`src/rtl/pc_stack_if.sv`:
```
// rtl/pc_stack_if.sv - control, target and status bundle between the fetch stage and pc_stack
interface pc_stack_if #(
   parameter int WIDTH = 16,
   parameter int DEPTH = 8
);
   logic [WIDTH-1:0]           in;
   logic [WIDTH-1:0]           offset;
   logic                       load;
   logic                       call;
   logic                       ret;
   logic                       rel;
   logic                       inc;
   logic                       clr_err;
   logic [WIDTH-1:0]           out;
   logic [$clog2(DEPTH+1)-1:0] depth;
   logic                       full;
   logic                       empty;
   logic                       err;

   modport master (
      output in, offset, load, call, ret, rel, inc, clr_err,
      input  out, depth, full, empty, err
   );

   modport slave (
      input  in, offset, load, call, ret, rel, inc, clr_err,
      output out, depth, full, empty, err
   );
endinterface

```
`src/rtl/pc_stack.sv`:
```
// rtl/pc_stack.sv - program counter with relative branch and call/return stack; PC_STACK_TRAP_EN redirects to TRAP_VEC on stack error
module pc_stack #(
   parameter int               WIDTH     = 16,
   parameter int               DEPTH     = 8,
   parameter logic [WIDTH-1:0] RESET_VEC = '0,
   parameter logic [WIDTH-1:0] TRAP_VEC  = '1
) (
   input logic        clk,
   input logic        reset,
   pc_stack_if.slave  bus
);
   localparam int DW = $clog2(DEPTH + 1);
   localparam int AW = $clog2(DEPTH);
   localparam logic [DW-1:0]    ONE_D  = DW'(1);
   localparam logic [DW-1:0]    FULL_D = DW'(DEPTH);
   localparam logic [WIDTH-1:0] ONE_W  = WIDTH'(1);

   logic [WIDTH-1:0] stack [DEPTH];
   logic [WIDTH-1:0] pc_q, pc_d;
   logic [DW-1:0]    depth_q, depth_d;
   logic [DW-1:0]    top_idx;
   logic             err_q, err_d, err_set;
   logic             push;
   logic             full, empty;
   logic [WIDTH-1:0] fault_pc;

   assign full    = (depth_q == FULL_D);
   assign empty   = (depth_q == '0);
   assign top_idx = depth_q - ONE_D;

`ifdef PC_STACK_TRAP_EN
   assign fault_pc = TRAP_VEC;
`else
   logic unused_trap_vec;
   assign unused_trap_vec = ^TRAP_VEC;
   assign fault_pc        = pc_q;
`endif

   // Strict priority: load > call > ret > rel > inc > hold.
   always_comb begin
      pc_d    = pc_q;
      depth_d = depth_q;
      err_set = 1'b0;
      push    = 1'b0;
      if (bus.load) begin
         pc_d = bus.in;
      end else if (bus.call) begin
         if (full) begin
            err_set = 1'b1;
            pc_d    = fault_pc;
         end else begin
            push    = 1'b1;
            depth_d = depth_q + ONE_D;
            pc_d    = bus.in;
         end
      end else if (bus.ret) begin
         if (empty) begin
            err_set = 1'b1;
            pc_d    = fault_pc;
         end else begin
            depth_d = top_idx;
            pc_d    = stack[top_idx[AW-1:0]];
         end
      end else if (bus.rel) begin
         pc_d = pc_q + bus.offset;
      end else if (bus.inc) begin
         pc_d = pc_q + ONE_W;
      end
      // A new error outranks a same-cycle clear.
      err_d = err_set | (err_q & ~bus.clr_err);
   end

   always_ff @(posedge clk or negedge reset) begin
      if (!reset) begin
         pc_q    <= RESET_VEC;
         depth_q <= '0;
         err_q   <= 1'b0;
      end else begin
         pc_q    <= pc_d;
         depth_q <= depth_d;
         err_q   <= err_d;
      end
   end

   // Return-address storage is deliberately left out of reset.
   always_ff @(posedge clk) begin
      if (push) begin
         stack[depth_q[AW-1:0]] <= pc_q + ONE_W;
      end
   end

   assign bus.out   = pc_q;
   assign bus.depth = depth_q;
   assign bus.full  = full;
   assign bus.empty = empty;
   assign bus.err   = err_q;
endmodule

```
`src/flat_wrapper.sv`:
```
// flat-port wrapper written by rule: the top's interface ports become plain ports
module pc_stack_flat 
#(
   parameter int               WIDTH     = 16,
   parameter int               DEPTH     = 8,
   parameter logic [WIDTH-1:0] RESET_VEC = '0,
   parameter logic [WIDTH-1:0] TRAP_VEC  = '1
)
  (clk, reset, bus_in, bus_offset, bus_load, bus_call, bus_ret, bus_rel, bus_inc, bus_clr_err, bus_out, bus_depth, bus_full, bus_empty, bus_err);
  pc_stack_if #(.WIDTH(WIDTH), .DEPTH(DEPTH)) bus_i ();
  input logic clk;
  input logic reset;
  input wire logic [$bits(bus_i.in)-1:0] bus_in;
  input wire logic [$bits(bus_i.offset)-1:0] bus_offset;
  input wire logic [$bits(bus_i.load)-1:0] bus_load;
  input wire logic [$bits(bus_i.call)-1:0] bus_call;
  input wire logic [$bits(bus_i.ret)-1:0] bus_ret;
  input wire logic [$bits(bus_i.rel)-1:0] bus_rel;
  input wire logic [$bits(bus_i.inc)-1:0] bus_inc;
  input wire logic [$bits(bus_i.clr_err)-1:0] bus_clr_err;
  output wire logic [$bits(bus_i.out)-1:0] bus_out;
  output wire logic [$bits(bus_i.depth)-1:0] bus_depth;
  output wire logic [$bits(bus_i.full)-1:0] bus_full;
  output wire logic [$bits(bus_i.empty)-1:0] bus_empty;
  output wire logic [$bits(bus_i.err)-1:0] bus_err;
  assign bus_i.in = bus_in;
  assign bus_i.offset = bus_offset;
  assign bus_i.load = bus_load;
  assign bus_i.call = bus_call;
  assign bus_i.ret = bus_ret;
  assign bus_i.rel = bus_rel;
  assign bus_i.inc = bus_inc;
  assign bus_i.clr_err = bus_clr_err;
  assign bus_out = bus_i.out;
  assign bus_depth = bus_i.depth;
  assign bus_full = bus_i.full;
  assign bus_empty = bus_i.empty;
  assign bus_err = bus_i.err;
  pc_stack #(.WIDTH(WIDTH), .DEPTH(DEPTH), .RESET_VEC(RESET_VEC), .TRAP_VEC(TRAP_VEC)) u_core (.clk(clk), .reset(reset), .bus(bus_i));
endmodule
```
`config.mk`:
```
export PLATFORM = sky130hd
export DESIGN_NAME = pc_stack_flat
export DESIGN_NICKNAME = d
export VERILOG_FILES = /design/src/rtl/pc_stack_if.sv /design/src/rtl/pc_stack.sv /design/src/flat_wrapper.sv
export SDC_FILE = /design/constraint.sdc
export NUM_CORES = 1
export LEC_CHECK = 0
export ABC_AREA = 1
export ABC_CLOCK_PERIOD_IN_PS = 3490
export CAP_MARGIN = 20
export CORE_MARGIN = 2
export CORE_UTILIZATION = 53
export CTS_CLUSTER_DIAMETER = 60
export DETAILED_ROUTE_END_ITERATION = 8
export GPL_TIMING_DRIVEN = 0
export PLACE_DENSITY = 0.77
export SYNTH_ARGS = -nofsm -noshare
export SYNTH_HDL_FRONTEND = slang
export SYNTH_SLANG_ARGS = --single-unit
```
`constraint.sdc`:
```
create_clock -name clk -period 3.49 [get_ports clk]
set_clock_uncertainty 0.1 [all_clocks]
set_input_delay 0.698 -clock clk [delete_from_list [all_inputs] [get_ports clk]]
set_output_delay 0.698 -clock clk [all_outputs]
set_load 0.1 [all_outputs]
```
==> run summary, run 1 <==
The maximum buffer depth of the clock tree is 2. The async set or reset register ratio after synthesis is 14.1%. Routability-driven placement finished with a final weighted congestion of 0.958.

Setup repair after global routing left no endpoint under its margin. The routed wire length was 22.0 mm; the buffer and inverter count on the worst path was 2. The worst-case IR drop observed on VDD is 0.480 mV. For this run, the total global-route usage over all layers was measured as 28.5%. Largest net degree at the start of global routing: 19. The run gives 2690 ps as the data required time at the worst endpoint. The logs give 17 for the CTS buffer count and 30.5% for the relative slew slack. The slowest library cell on the worst path was sky130_fd_sc_hd__clkdlybuf4s15_2. The H-tree generated during clock tree synthesis spans 4 levels. Setup violations remaining at the end of the flow were counted as 0.

The initial antenna violation count is 0. The via count of the first global-routing pass is 6,012. The first global-routing pass estimated 33.5 mm of wire.

For the flop-to-flop setup slack, the log shows 360 ps. After layout, the minimum clock period comes to 3300 ps. TritonCTS built the clock tree.

The number of synthesized register bits was 149; the share of cells above drive strength 1 was 12.3%. The logs give 29.9% for the sequential share of power and 48.3% for the share of power burned in combinational logic. The tools report the beginning of the worst hold path as u_core.bus.err. In this run the cell area of the synthesized design comes to 7710 µm². The portion of synthesized area spent on multiplexers is 0%. Internal power comes to 4510 µW.

The run gives 0 as the final antenna diode count. Yosys mapped a number of flops with a built-in enable equal to 128. The die is 125 µm wide. In this run the power spent charging and discharging nets is 3820 µW. The tools report the kind of start point of the critical path as a flip-flop. The tools report the number of max-slew violations in the final report as 0. The adder-cell share of the synthesized area is 3.18%.

The largest family of logic cells by synthesized area was simple AND/OR/NAND/NOR gates. The tools report the instance count of the mapped netlist as 774. In this run the tool buffered the top-level ports with 62 buffer cells.

Of the synthesized area, sequential elements account for 56.6%. The later pin in the worst-skew pair is clocked with a latency of 430 ps. The half-perimeter wire length after detailed placement is 14.9 mm.

The run gives 53.7% as the initial core utilization. After the first detailed-routing iteration, the DRC count stood at 709. The routed layout has 6,364 vias.

The tools report the met2 wire length as 10.4 mm. The tools report the end of the worst register-to-register path as u_core.bus.out[13]. The compound-gate portion of the synthesized area came out at 15.2%. The worst setup path is of the reg2out kind. Hold timing on the final database bottoms out at a slack of 471 ps.

The share of the clock period used by the worst path after layout was 94.6%; the number of buffers added to fix hold violations after cts was 0. The clock sink total is 149. In this run the mean area of a mapped cell was 9.97 µm². The tools report the number of distinct library cells after synthesis as 45.

The relative contribution of the clock network to total power is 21.8%, and the total congestion overflow is 0. The tools report the total number of nets in the final design as 921. The class of the tightest hold or removal check was reg2reg.

Among all flip-flop cells after synthesis, the most frequent one is sky130_fd_sc_hd__edfxtp_1. The post-cts gate resize count came out at 6. In the layout the commonest cells are sky130_fd_sc_hd__nand2_1 (147), sky130_fd_sc_hd__edfxtp_1 (128), sky130_fd_sc_hd__nor2_1 (79). OpenSTA, run right after detailed placement, puts the worst setup slack at -336 ps. Layout overhead on the synthesized area: 21.3%. STA classifies the critical path endpoint as an output pin. The pre-antenna-repair detailed-routing pass consisted of 8 iterations.

For the amount of wire on met3 after detailed routing, the log shows 2.09 mm. Uppermost metal layer occupied by signal nets: met4. For the final number of hold-violating endpoints, the log shows 0. The DRC violation count after routing is 0. Cell class contributing the biggest share of worst-path delay: buffers and inverters. The region available for standard cell placement spans 14,400 µm².

Synthesis produced a netlist with a net count of 833. Hold path depth: 2. Walking the worst path, the cells encountered are inv_2, ha_1, nand2_4, nor2_4, clkdlybuf4s15_2.

Row generation in the floorplan step produced 44 rows. The tools report the total power after layout as 8320 µW. The run gives 8.85 mm as the detailed-routing wirelength on met1. The transition time at the pin with the least slew margin was 1040 ps; the fraction of power spent switching nets was 45.9%. Leaving out fill and tap cells, the most frequent cell in the layout is sky130_fd_sc_hd__nand2_1. The run finished with clean final reports.

The path depth of the worst reg2reg path was 10. Setup slack closes at 189 ps. Power spread over the standard cell area amounts to 890 nW/µm². The die is 125 µm tall.

In this run the worst path has a maximum fanout of 18. The largest stage delay on the critical path works out to 590 ps. Once detail routing completed, the nets flagged for antenna violations numbered 0.

The share of the synthesized netlist area taken by xor and xnor gates is 1.91%. For the I/O pin count, the log shows 63. The number of setup buffers added after CTS is 0. Dividing the detail-routed wire length by the instance count gives 20.8 µm. The run gives 1,082 as the filler cell count. After Yosys synthesis, and, or, nand and nor cells account for 17.4% of the synthesized area. In the routed layout, each cell is associated on average with a via count of 6.03. The startpoint identified for the worst register-to-register timing path is u_core.bus.depth[0]. STA puts the critical path data arrival time at 2500 ps.

In this run the clock root is driven by a sky130_fd_sc_hd__clkbuf_16. For this design the static power due to leakage is 0.00362 µW. The endpoint of the worst hold-timing path was u_core.bus.err. The tools report the maximum frequency from static timing analysis as 303 MHz. Overall die area: 15,500 µm². The logs give 0 for the number of maximum-capacitance violations and 0 for the synthesis warning total. Clock transition at the register clock pins on the worst setup and hold paths after CTS: 60 ps.
==> flip-flops by register name, summed over array words and instances, names as in the netlist <==
name	cells
u_core.bus.depth	4
u_core.bus.err	1
u_core.bus.out	16
u_core.stack	128
==> power by group through the flow <==
| stage | Sequential (µW) | Clock [µW] | Combinational (µW) |
|---|---|---|---|
| 2_1_floorplan | 3050 | 0 | 2140 |
| 3_3_place_gp | 2520 | 0 | 3790 |
| 3_5_place_dp | 2520 | 0 | 3920 |
| 4_1_cts | 2480 | 1810 | 3960 |
| 5_1_grt | 2510 | 1890 | 4310 |
| 6_report | 2490 | 1810 | 4020 |
==> synth_stat cells, drive strengths merged (2+ instances only) <==
cell      n  area, µm²
nor4      2       12.5
o221ai   20        175
clkbuf   19       73.8
inv      75        282
a21oi    32        209
xor2      9       78.8
dfrtp    21        526
a32oi     2       36.3
nand4     6       37.5
nand3    48        250
nand2   149        569
xnor2     7       68.8
nor2     88        350
o22ai    12       75.1
a22oi     4       50.1
buf      13       81.3
nor3     14       97.6
edfxtp  128       3840
o211ai   16        120
o21ai    75        375
or2       2       12.5
ha       18        225
a21boi    8       75.1
==> layer usage <==
metal	GRT usage [%]	vias up
li1	-	2900
met4	10.6	0
met2	44.8	356
met5	0	-
met1	38.1	3051
met3	7.99	57
==> metrics by stage <==
| step | instances | TNS (ps) | cell area (µm²) | utilization, % |
|---|---|---|---|---|
| floorplan | 774 | 0 | 7770 | - |
| global placement | 1020 | -12630 | 8620 | 60.0 |
| detailed placement | 1027 | -638 | 8760 | 61.0 |
| CTS | 1054 | 0 | 9330 | 64.9 |
| global route | 1055 | 0 | 9360 | 65.1 |
| finish | 1055 | 0 | 9360 | 65.1 |
==> tightest hold or removal path: cells and delay by family (launching register included) <==
kind	cells	cell delay, ps
buf+inv	1	60
compound gates	1	90
flops	1	380
==> worst max-delay path by stage <==
stage	startpoint	end	slack [ps]	depth (start not counted)
global placement	bus_call	u_core.stack[4][0]	-270	5
detailed placement	u_core.bus.depth[0]	bus_empty	-340	6
finish	u_core.bus.depth[0]	bus_empty	190	5
CTS	u_core.bus.depth[0]	bus_empty	200	5
global route	u_core.bus.depth[0]	bus_empty	130	5
floorplan	u_core.bus.depth[0]	u_core.stack[2][0]	20	8
==> final cells by class <==
cell class              count  area, µm²  area share [%]
inverters                  75        282            3.01
flip-flops and latches    149       4370            46.7
plain buffers              31        151            1.62
well taps                 184        230            2.46
clock inverters             9        133            1.42
multi-input cells         518       2980            31.9
repair buffers             70        773            8.27
clock buffers              19        433            4.63
==> logic make-up (layout without fill, tap and decap cells) <==
family          count (synthesis)  after routing
fa+ha+maj                      19             19
simple gates                  311            311
flops                         149            149
compound gates                172            172
xor+xnor                       16             16
buf+inv                       107            204
No activity file was read; power rests on OpenSTA's default activity.
==> run 2, diff against run 1 <==
Settings changed: ABC_CLOCK_PERIOD_IN_PS 3490 to not set, GPL_TIMING_DRIVEN 0 to not set.
==> run 2 against run 1 <==
Net effect: wire length decreased by 2.2%; hold slack got worse by 21 ps; core utilization decreased by 1.6 points; critical path depth increased by 5; final area decreased by 2.4%; critical endpoint is now u_core.bus.out[2]; largest cell class unchanged.
==> run summary, run 2 (synthesis results as in run 1) <==
The static leakage was 0.00358 µW; the initial core utilization was 53.7%. Setup repair after global routing left no endpoint under its margin. The number of buffers added to fix hold violations after cts was 0. In the global route stage, overall resource usage came out at 28.2%. The floorplan step defined a die boundary enclosing 15,500 µm².

The critical path in this run is classified as reg2reg. TritonCTS built the clock tree. The tools report the via count of the first global-routing pass as 6,163. In the final layout, flip-flops and latches occupy 4370 µm². The H-tree depth reported by CTS came out at 4.

For the maximum vdd drop, the log shows 0.560 mV. The critical path data arrival time was 3100 ps. The root buffer cell chosen for the clock tree is sky130_fd_sc_hd__clkbuf_16. The initial antenna violation count came out at 0. The run gives 430 ps as the clock network latency to the later pin of the worst-skew pair. The CTS buffer count is 17, and the global placer's final weighted congestion is 0.923. Of the available clock period, the critical path in the final layout requires 81.6%. Pin placement for this block handled 63 I/O pins.

For this run, design rule violations remaining after detail routing come to 0. After the first detailed-routing iteration, the DRC count stood at 716. In the layout the commonest cells are sky130_fd_sc_hd__nand2_1 (147), sky130_fd_sc_hd__edfxtp_1 (128), sky130_fd_sc_hd__nor2_1 (81). From left edge to right edge, the die measures 125 µm. Cells with a size suffix above 1 make up 15.3% of the layout.

The logs give 0 for the post-CTS setup-driven buffer insertion count and 0 for the remaining antenna violation count. The number of max-slew violations in the final report is 0, and the power density of the placed cells is 882 nW/µm². Slowest library cell on the worst path: sky130_fd_sc_hd__dfrtp_1. The clock transition at the register clock pins on the worst setup and hold paths after CTS is 60 ps.

The final number of hold-violating endpoints is 0. The transition time at the pin with the least slew margin works out to 764 ps. The routed design could run at a clock period as short as 2850 ps.

Kind of start point of the critical path: a flip-flop. At the placement stage, the worst setup path has a slack of 422 ps. During placement, the flow inserted port buffers numbering 62.

Measured along the y axis, the die boundary spans 125 µm. Commonest non-fill, non-tap cell in the layout: sky130_fd_sc_hd__nand2_1. The relative slew slack came out at 49.1%. Entering global routing, the biggest net connects 72 pins. The data required time at the worst endpoint came out at 3740 ps. The total number of nets in the final design was 901; the half-perimeter wire length after detailed placement was 14.3 mm.

The layout overhead on the synthesized area was 18.3%. The biggest fanout along the worst timing path is 18. Setup violations remaining at the end of the flow were counted as 0.

The detailed-route wire length per cell was 20.7 µm; the maximum buffer depth of the clock tree was 2. The via density per instance was 6.05; the clock sink total was 149. Adding up every negative setup slack in the final design gives 0 ps.

The via count of the routed design is 6,282, and the wire length of the first global-routing pass is 33.8 mm. The number of maximum-capacitance violations came out at 0. The area of the multi-input gates was 2960 µm². The class of the tightest hold or removal check was reg2reg. The repair_antennas step left the layout with diodes totalling 0. After floorplanning, the core was divided into 44 placement rows. STA classifies the critical path endpoint as a flip-flop.

For this run, the slowest stage of the critical path takes 450 ps. The number of optimization iterations in the first detailed-route pass was 7; the worst path setup slack after routing was 642 ps. The flow ran to the end, and the final reports show no timing, DRC or antenna violations.

The run gives 351 MHz as the maximum frequency from static timing analysis. For the core region area, the log shows 14,400 µm². Summed over all layers, the routed wires come to 21.5 mm. The flip-flop count of the largest register, all copies and words added was 128; the total congestion overflow was 0. The run gives 0 as the post-cts gate resize count. The run gives 1,098 as the filler cell count. The critical path goes through inv_1, ha_1, inv_1, buf_4, o21ai_0, o221ai_1, o211ai_1, nand2_1, nand2_1, a22oi_2.
[run 2: worst paths after layout]
path / from / to / slack [ps] / cells after the start
max: u_core.bus.depth[1] / u_core.bus.out[2] / 640 / 10
min: u_core.bus.err / u_core.bus.err / 450 / 2
max reg2reg: u_core.bus.depth[1] / u_core.bus.out[2] / 640 / 10
min reg2reg: u_core.bus.err / u_core.bus.err / 450 / 2
max in group asynchronous: reset / u_core.bus.depth[0] / 2460 / 2
min in group asynchronous: reset / u_core.bus.out[14] / 540 / 2
[run 2: area by class of cell]
cell class | instances | share of cell area, %
Sequential cell | 149 | 47.9
Multi-Input combinational cell | 518 | 32.4
Timing Repair Buffer | 81 | 8.09
Clock buffer | 17 | 4.66
Inverter | 75 | 3.08
Tap cell | 184 | 2.52
Clock inverter | 15 | 1.32
[run 2: per-layer routing]
metal | part of all wire (%) | wire (µm) | GRT usage (%)
met1 | 40 | 8620 | 36.8
met2 | 48 | 10300 | 46.4
met3 | 8.7 | 1880 | 6.57
met4 | 3.2 | 677 | 10.4
met5 | 0 | 0 | 0
[run 2: power by group]
group          internal (µW)  total, µW  switching (µW)
logic                   1070       3870            2800
clock network            923       1690             771
registers               2300       2490             190
[run 2: critical path, delay by kind of cell (launching register included)]
| kind | cells | cell delay, ps |
|---|---|---|
| buffers and inverters | 3 | 1000 |
| AO/OA/AOI/OAI | 4 | 710 |
| flip-flops | 1 | 450 |
| adder cells (fa/ha/maj) | 1 | 300 |
| AND/OR/NAND/NOR | 2 | 180 |
[run 2: per-stage QoR]
stage                     hold slack (ps)  area, µm²  utilization (%)  power [µW]  std cells
after floorplan                       302       7770                -        5190        774
after global placement                433       8570             59.6        6180       1006
after detailed placement              439       8580             59.7        6310       1007
after CTS                             455       9130             63.5        8020       1039
after global routing                  510       9130             63.5        8450       1039
final                                 450       9130             63.5        8050       1039
==> edit 1, RTL diff (flow settings as in run 1) <==
`WIDTH` is set to 16 in 3 places; all go to 18.
--- a/src/rtl/pc_stack_if.sv
+++ b/src/rtl/pc_stack_if.sv
@@ -1,6 +1,6 @@
 // rtl/pc_stack_if.sv - control, target and status bundle between the fetch stage and pc_stack
 interface pc_stack_if #(
-   parameter int WIDTH = 16,
+   parameter int WIDTH = 18,
    parameter int DEPTH = 8
 );
    logic [WIDTH-1:0]           in;
--- a/src/rtl/pc_stack.sv
+++ b/src/rtl/pc_stack.sv
@@ -1,6 +1,6 @@
 // rtl/pc_stack.sv - program counter with relative branch and call/return stack; PC_STACK_TRAP_EN redirects to TRAP_VEC on stack error
 module pc_stack #(
-   parameter int               WIDTH     = 16,
+   parameter int               WIDTH     = 18,
    parameter int               DEPTH     = 8,
    parameter logic [WIDTH-1:0] RESET_VEC = '0,
    parameter logic [WIDTH-1:0] TRAP_VEC  = '1
--- a/src/flat_wrapper.sv
+++ b/src/flat_wrapper.sv
@@ -1,7 +1,7 @@
 // flat-port wrapper written by rule: the top's interface ports become plain ports
 module pc_stack_flat 
 #(
-   parameter int               WIDTH     = 16,
+   parameter int               WIDTH     = 18,
    parameter int               DEPTH     = 8,
    parameter logic [WIDTH-1:0] RESET_VEC = '0,
    parameter logic [WIDTH-1:0] TRAP_VEC  = '1
Interface: changed (resized bus_in, bus_offset and bus_out); port bits go from 63 to 69. No check against the original RTL was run, so the function may have changed too.
==> edit 1 against run 1 <==
  * Largest power group unchanged
  * Wire length grew 9.5%
  * Combinational power grew 9.0%
  * Worst setup slack lost 41 ps
  * Sequential power grew 12%
  * Critical endpoint unchanged
  * Sequential cell count grew 18
  * Power grew 6.5%
  * Cell area grew 8.9%
  * Die area grew 9.6%
  * Global-route usage grew 0.23 points
  * Register-to-register slack lost 130 ps
  * Synthesized area grew 9.9%
  * Count of clock-buffer cells in the layout is the same
  * Sequential share of layout area grew 1.4 points
==> edit 1: results (changes against run 1) <==
| Parameter | Reported | Unit | vs run 1 |
|:---|:---|:---|:---|
| Inserted Clock Buffers | 17 | - | unchanged |
| Dominant synthesized flop cell | edfxtp_1 | - |  |
| HPWL after DPL | 16,700 | um | +13% |
| Timing endpoint of the critical path | bus_empty | - |  |
| R2R setup slack | 230 | ps | -130 ps |
| Root buffer cell | clkbuf_16 | - |  |
| Count of input and output buffers | 67 | - | +8.1% |
| Hold path start | u_core.bus.err | - |  |
| Number of fill cells in the layout | 1,265 | - | +17% |
| Number of antenna diodes | 0 | - | unchanged |
| Global-route wire length before repair | 35,800 | um | +6.9% |
| Most frequent cells after synthesis | nand2_1, edfxtp_1, nor2_1 | - |  |
| Outcome | complete, no violations | - |  |
| Yosys warning total | 0 | - | unchanged |
| Launching element type of the critical path | register | - |  |
| Number of synthesized flops with an enable pin | 144 | - | +13% |
| Initial antenna violation count | 1 | - | +1 |
| Area contributors post-synth | edfxtp_1, nand2_1, dfrtp_1 | - |  |
| Worst-path fanout max | 10 | - | -8 |
| Gpl congestion | 0.942 | - | -1.7% |
| Via count of the first global-routing pass | 6,574 | - | +9.3% |
| Unique masters post-synth | 39 | - | -13% |
| Synth Net Count | 935 | - | +12% |
| Endpoint of the lowest-slack register-to-register path | u_core.stack[3][10] | - |  |
| First drt pass iteration count | 6 | - | -2 |
| Layout cell share with drive strength beyond 1 | 7.76 | % | -4.5 points |
| Leak pwr | 3.93 | nW | +8.3% |
| Max rail drop VDD | 0.520 | mV | +8.3% |
| Hold Path Sink | u_core.bus.err | - |  |
| Number of levels in the clock H-tree | 4 | - | unchanged |
| Clock-pin slew on the worst setup and hold paths | 60 | ps | about the same |
| Drt wl/cell | 20.1 | um | -3.3% |
| Worst hold path class | reg -> reg | - |  |
| Maximum clock insertion buffer count | 2 | - | unchanged |
| Hold depth | 2 | - | unchanged |
| Cell area after placement | 9620 | um2 | +9.7% |
| Aggregate global-route resource usage | 28.8 | % | +0.23 points |
| Largest register FFs | 144 | - | +13% |
| Post-synthesis async set-or-reset flop share | 13.8 | % | -0.32 points |
| Later-pin clock latency in the skew report | 430 | ps | about the same |
| R2r startpoint | u_core.bus.depth[0] | - |  |
| R2R cell count | 9 | - | -1 |
| Sequential fraction of the synthesis area | 57.8 | % | +1.1 points |
| Fin nets | 1,033 | - | +12% |
| Ratio of routed vias to standard cells | 5.89 | - | -2.3% |
| Remaining max-slew budget at the tightest pin | 29.3 | % | -1.2 points |
| Pin count of the biggest net entering global routing | 19 | - | unchanged |
| First DRT Iteration DRCs | 840 | - | +18% |
## edit 1: cells by family (layout without fill, tap and decap cells)
logic type	after synthesis	after routing	synth area share, %
AO/OA/AOI/OAI	209	209	15.2
AND/OR/NAND/NOR	343	343	16.7
XOR/XNOR	18	18	1.86
buffers and inverters	112	221	5.33
flip-flops	167	167	57.8
adder cells (fa/ha/maj)	21	21	3.19
## edit 1: stage by stage
step	std cells	hold slack, ps	power (mW)	setup slack [ps]
4_1_cts	1190	448	8.75	12.2
2_1_floorplan	870	302	5.70	128
6_report	1195	448	8.86	149
5_1_grt	1195	471	9.27	26.8
3_5_place_dp	1160	436	7.06	-127
3_3_place_gp	1153	428	6.94	-490
## edit 1: layout make-up
class / instances / area, um2 / area share (%)
timing repair buffer: 79 / 828 / 8.13
buffer: 37 / 171 / 1.68
tap: 216 / 270 / 2.65
clock inverter: 11 / 86.3 / 0.848
sequential: 167 / 4900 / 48.1
multi-input combinational: 591 / 3210 / 31.5
clock buffer: 19 / 433 / 4.25
inverter: 75 / 282 / 2.76
## edit 1: repair_timing
action	4_1_cts	5_1_grt
resized for setup	6	6
setup endpoints to repair	2	18
pin swaps	0	2
cloned	0	0
hold buffers	0	0
setup buffers	0	4
## edit 1: worst max-delay path, cell delays in order (launching register included)
cell     delay [ps]
dfrtp_2         420
buf_2           190
inv_2           140
buf_2           330
ha_1            250
nand2_1         160
nor2_4          180
buf_2           450
## edit 1: report_power, final
part	internal [mW]	leakage, nW	total [mW]	switching, mW
registers	2.58	1.57	2.78	0.200
logic	1.17	2.11	4.38	3.21
clock network	0.960	0.245	1.71	0.747
total	4.71	3.93	8.86	4.15
## edit 1: metal layers
layer | track usage (%) | share of wire [%]
met5 | 0 | 0.029
met4 | 9.07 | 2.7
met3 | 5.66 | 8.4
met2 | 48.2 | 48
met1 | 38.3 | 40
==> edit 2, RTL diff (config.mk and constraints of run 1) <==
Made on the original files. Reset style: synchronous (`reset`), changed in one clocked block.
--- a/src/rtl/pc_stack.sv
+++ b/src/rtl/pc_stack.sv
@@ -70,7 +70,7 @@
       err_d = err_set | (err_q & ~bus.clr_err);
    end
 
-   always_ff @(posedge clk or negedge reset) begin
+   always_ff @(posedge clk) begin
       if (!reset) begin
          pc_q    <= RESET_VEC;
          depth_q <= '0;
Behaviour: differs if reset is asserted again (counterexample within 4 cycles, from zero or initial values and one cycle with reset low); with reset held inactive, the same outputs for 4 cycles.
==> edit 2 against run 1 <==
  * Fmax grew 1.7%
  * Sequential cell count unchanged
  * Wire length shrank 6.7%
  * Die area fell by 0.55%
  * Cell area down 1.1%
  * Non-clock buffer count increased by 2
  * Synthesized area is 0.57% lower
  * First-iteration DRC count up 0.14%
  * Worst setup slack better by 56 ps
  * Cell count grew 7.9%
Power is not compared: it rests on default switching activity, and its combinational part moved more than twofold at a synthesized area within 25%.
==> edit 2: results (changes against run 1) <==
| Parameter | Reported | Unit | vs run 1 |
|:---|:---|:---|:---|
| Synth Net Count | 918 | - | +10% |
| Total number of sequential cells | 149 | - | unchanged |
| Layout cell share with drive strength beyond 1 | 7.83 | % | -4.5 points |
| Non-clock buffering overhead in the final layout | 9.61 | % | -0.27 points |
| Hold Path Sink | u_core.bus.err | - |  |
| First DRT Iteration DRCs | 710 | - | +0.14% |
| Endpoint of the lowest-slack register-to-register path | u_core.stack[7][3] | - |  |
| Adder-cell area share of the yosys netlist | 3.20 | % | +0.018 points |
| Multi-input gate share of total cell area | 32.4 | % | +0.48 points |
| Sequential fraction of the synthesis area | 55.6 | % | -1.0 points |
| Core outline area | 14,000 | um2 | -2.6% |
| WP data arrival | 2450 | ps | -50 ps |
| Detailed route wirelength on metal2 | 9840 | um | -5.4% |
| Timing endpoint of the critical path | bus_full | - |  |
| Aggregate global-route resource usage | 26.6 | % | -2.0 points |
| First drt pass iteration count | 5 | - | -3 |
| HPWL after DPL | 14,600 | um | -1.6% |
| GR Layer Usage met3 | 4.08 | % | -3.9 points |
| R2R cell count | 9 | - | -1 |
| Global routing usage on met2 | 44.3 | % | -0.45 points |
| Synthesized-area fraction occupied by ao, oa, aoi and oai cells | 11.9 | % | -3.3 points |
| Final routed wirelength across all metal layers | 20,500 | um | -6.7% |
| Gpl congestion | 0.937 | - | -2.2% |
| Plain + repair buffers | 103 | - | +2.0% |
| Cell area after placement | 8680 | um2 | -1.0% |
| Ratio of routed vias to standard cells | 5.63 | - | -6.7% |
| Post-synthesis xor/xnor area fraction | 1.92 | % | +0.011 points |
| Number of multi-input logic gates | 592 | - | +14% |
| R2R setup slack | 400 | ps | +40 ps |
| Outcome | complete, no violations | - |  |
## edit 2: cell count changes in the layout (fill, tap and decap cells not counted), moves of 6 or more
cell / change
o22ai_1: -12
inv_1: +16
o211ai_1: +14
a21oi_2: -13
a21oi_1: +11
inv_2: -11
nand3_1: +7
dfxtp_1: +19
o21ai_0: +13
nand2_1: +25
nor2_1: +73
dfrtp_1: -21
buf_2: +6
o221ai_1: -20
## edit 2: what timing repair did
item / 4_1_cts / 5_1_grt
setup endpoints to repair: 2 / 0
setup buffers: 0 / 0
resized for setup: 6 / 0
## edit 2: through the flow
step / hold WS [ps] / cells / total power [mW] / utilization (%) / setup TNS [ps]
2_1_floorplan: 628 / 859 / 2.98 / - / -160
3_3_place_gp: 358 / 1101 / 3.34 / 61.3 / -17290
3_5_place_dp: 366 / 1106 / 3.37 / 62.0 / -627
4_1_cts: 376 / 1137 / 5.09 / 66.1 / 0
5_1_grt: 409 / 1138 / 5.29 / 66.2 / 0
6_report: 371 / 1138 / 5.11 / 66.2 / 0
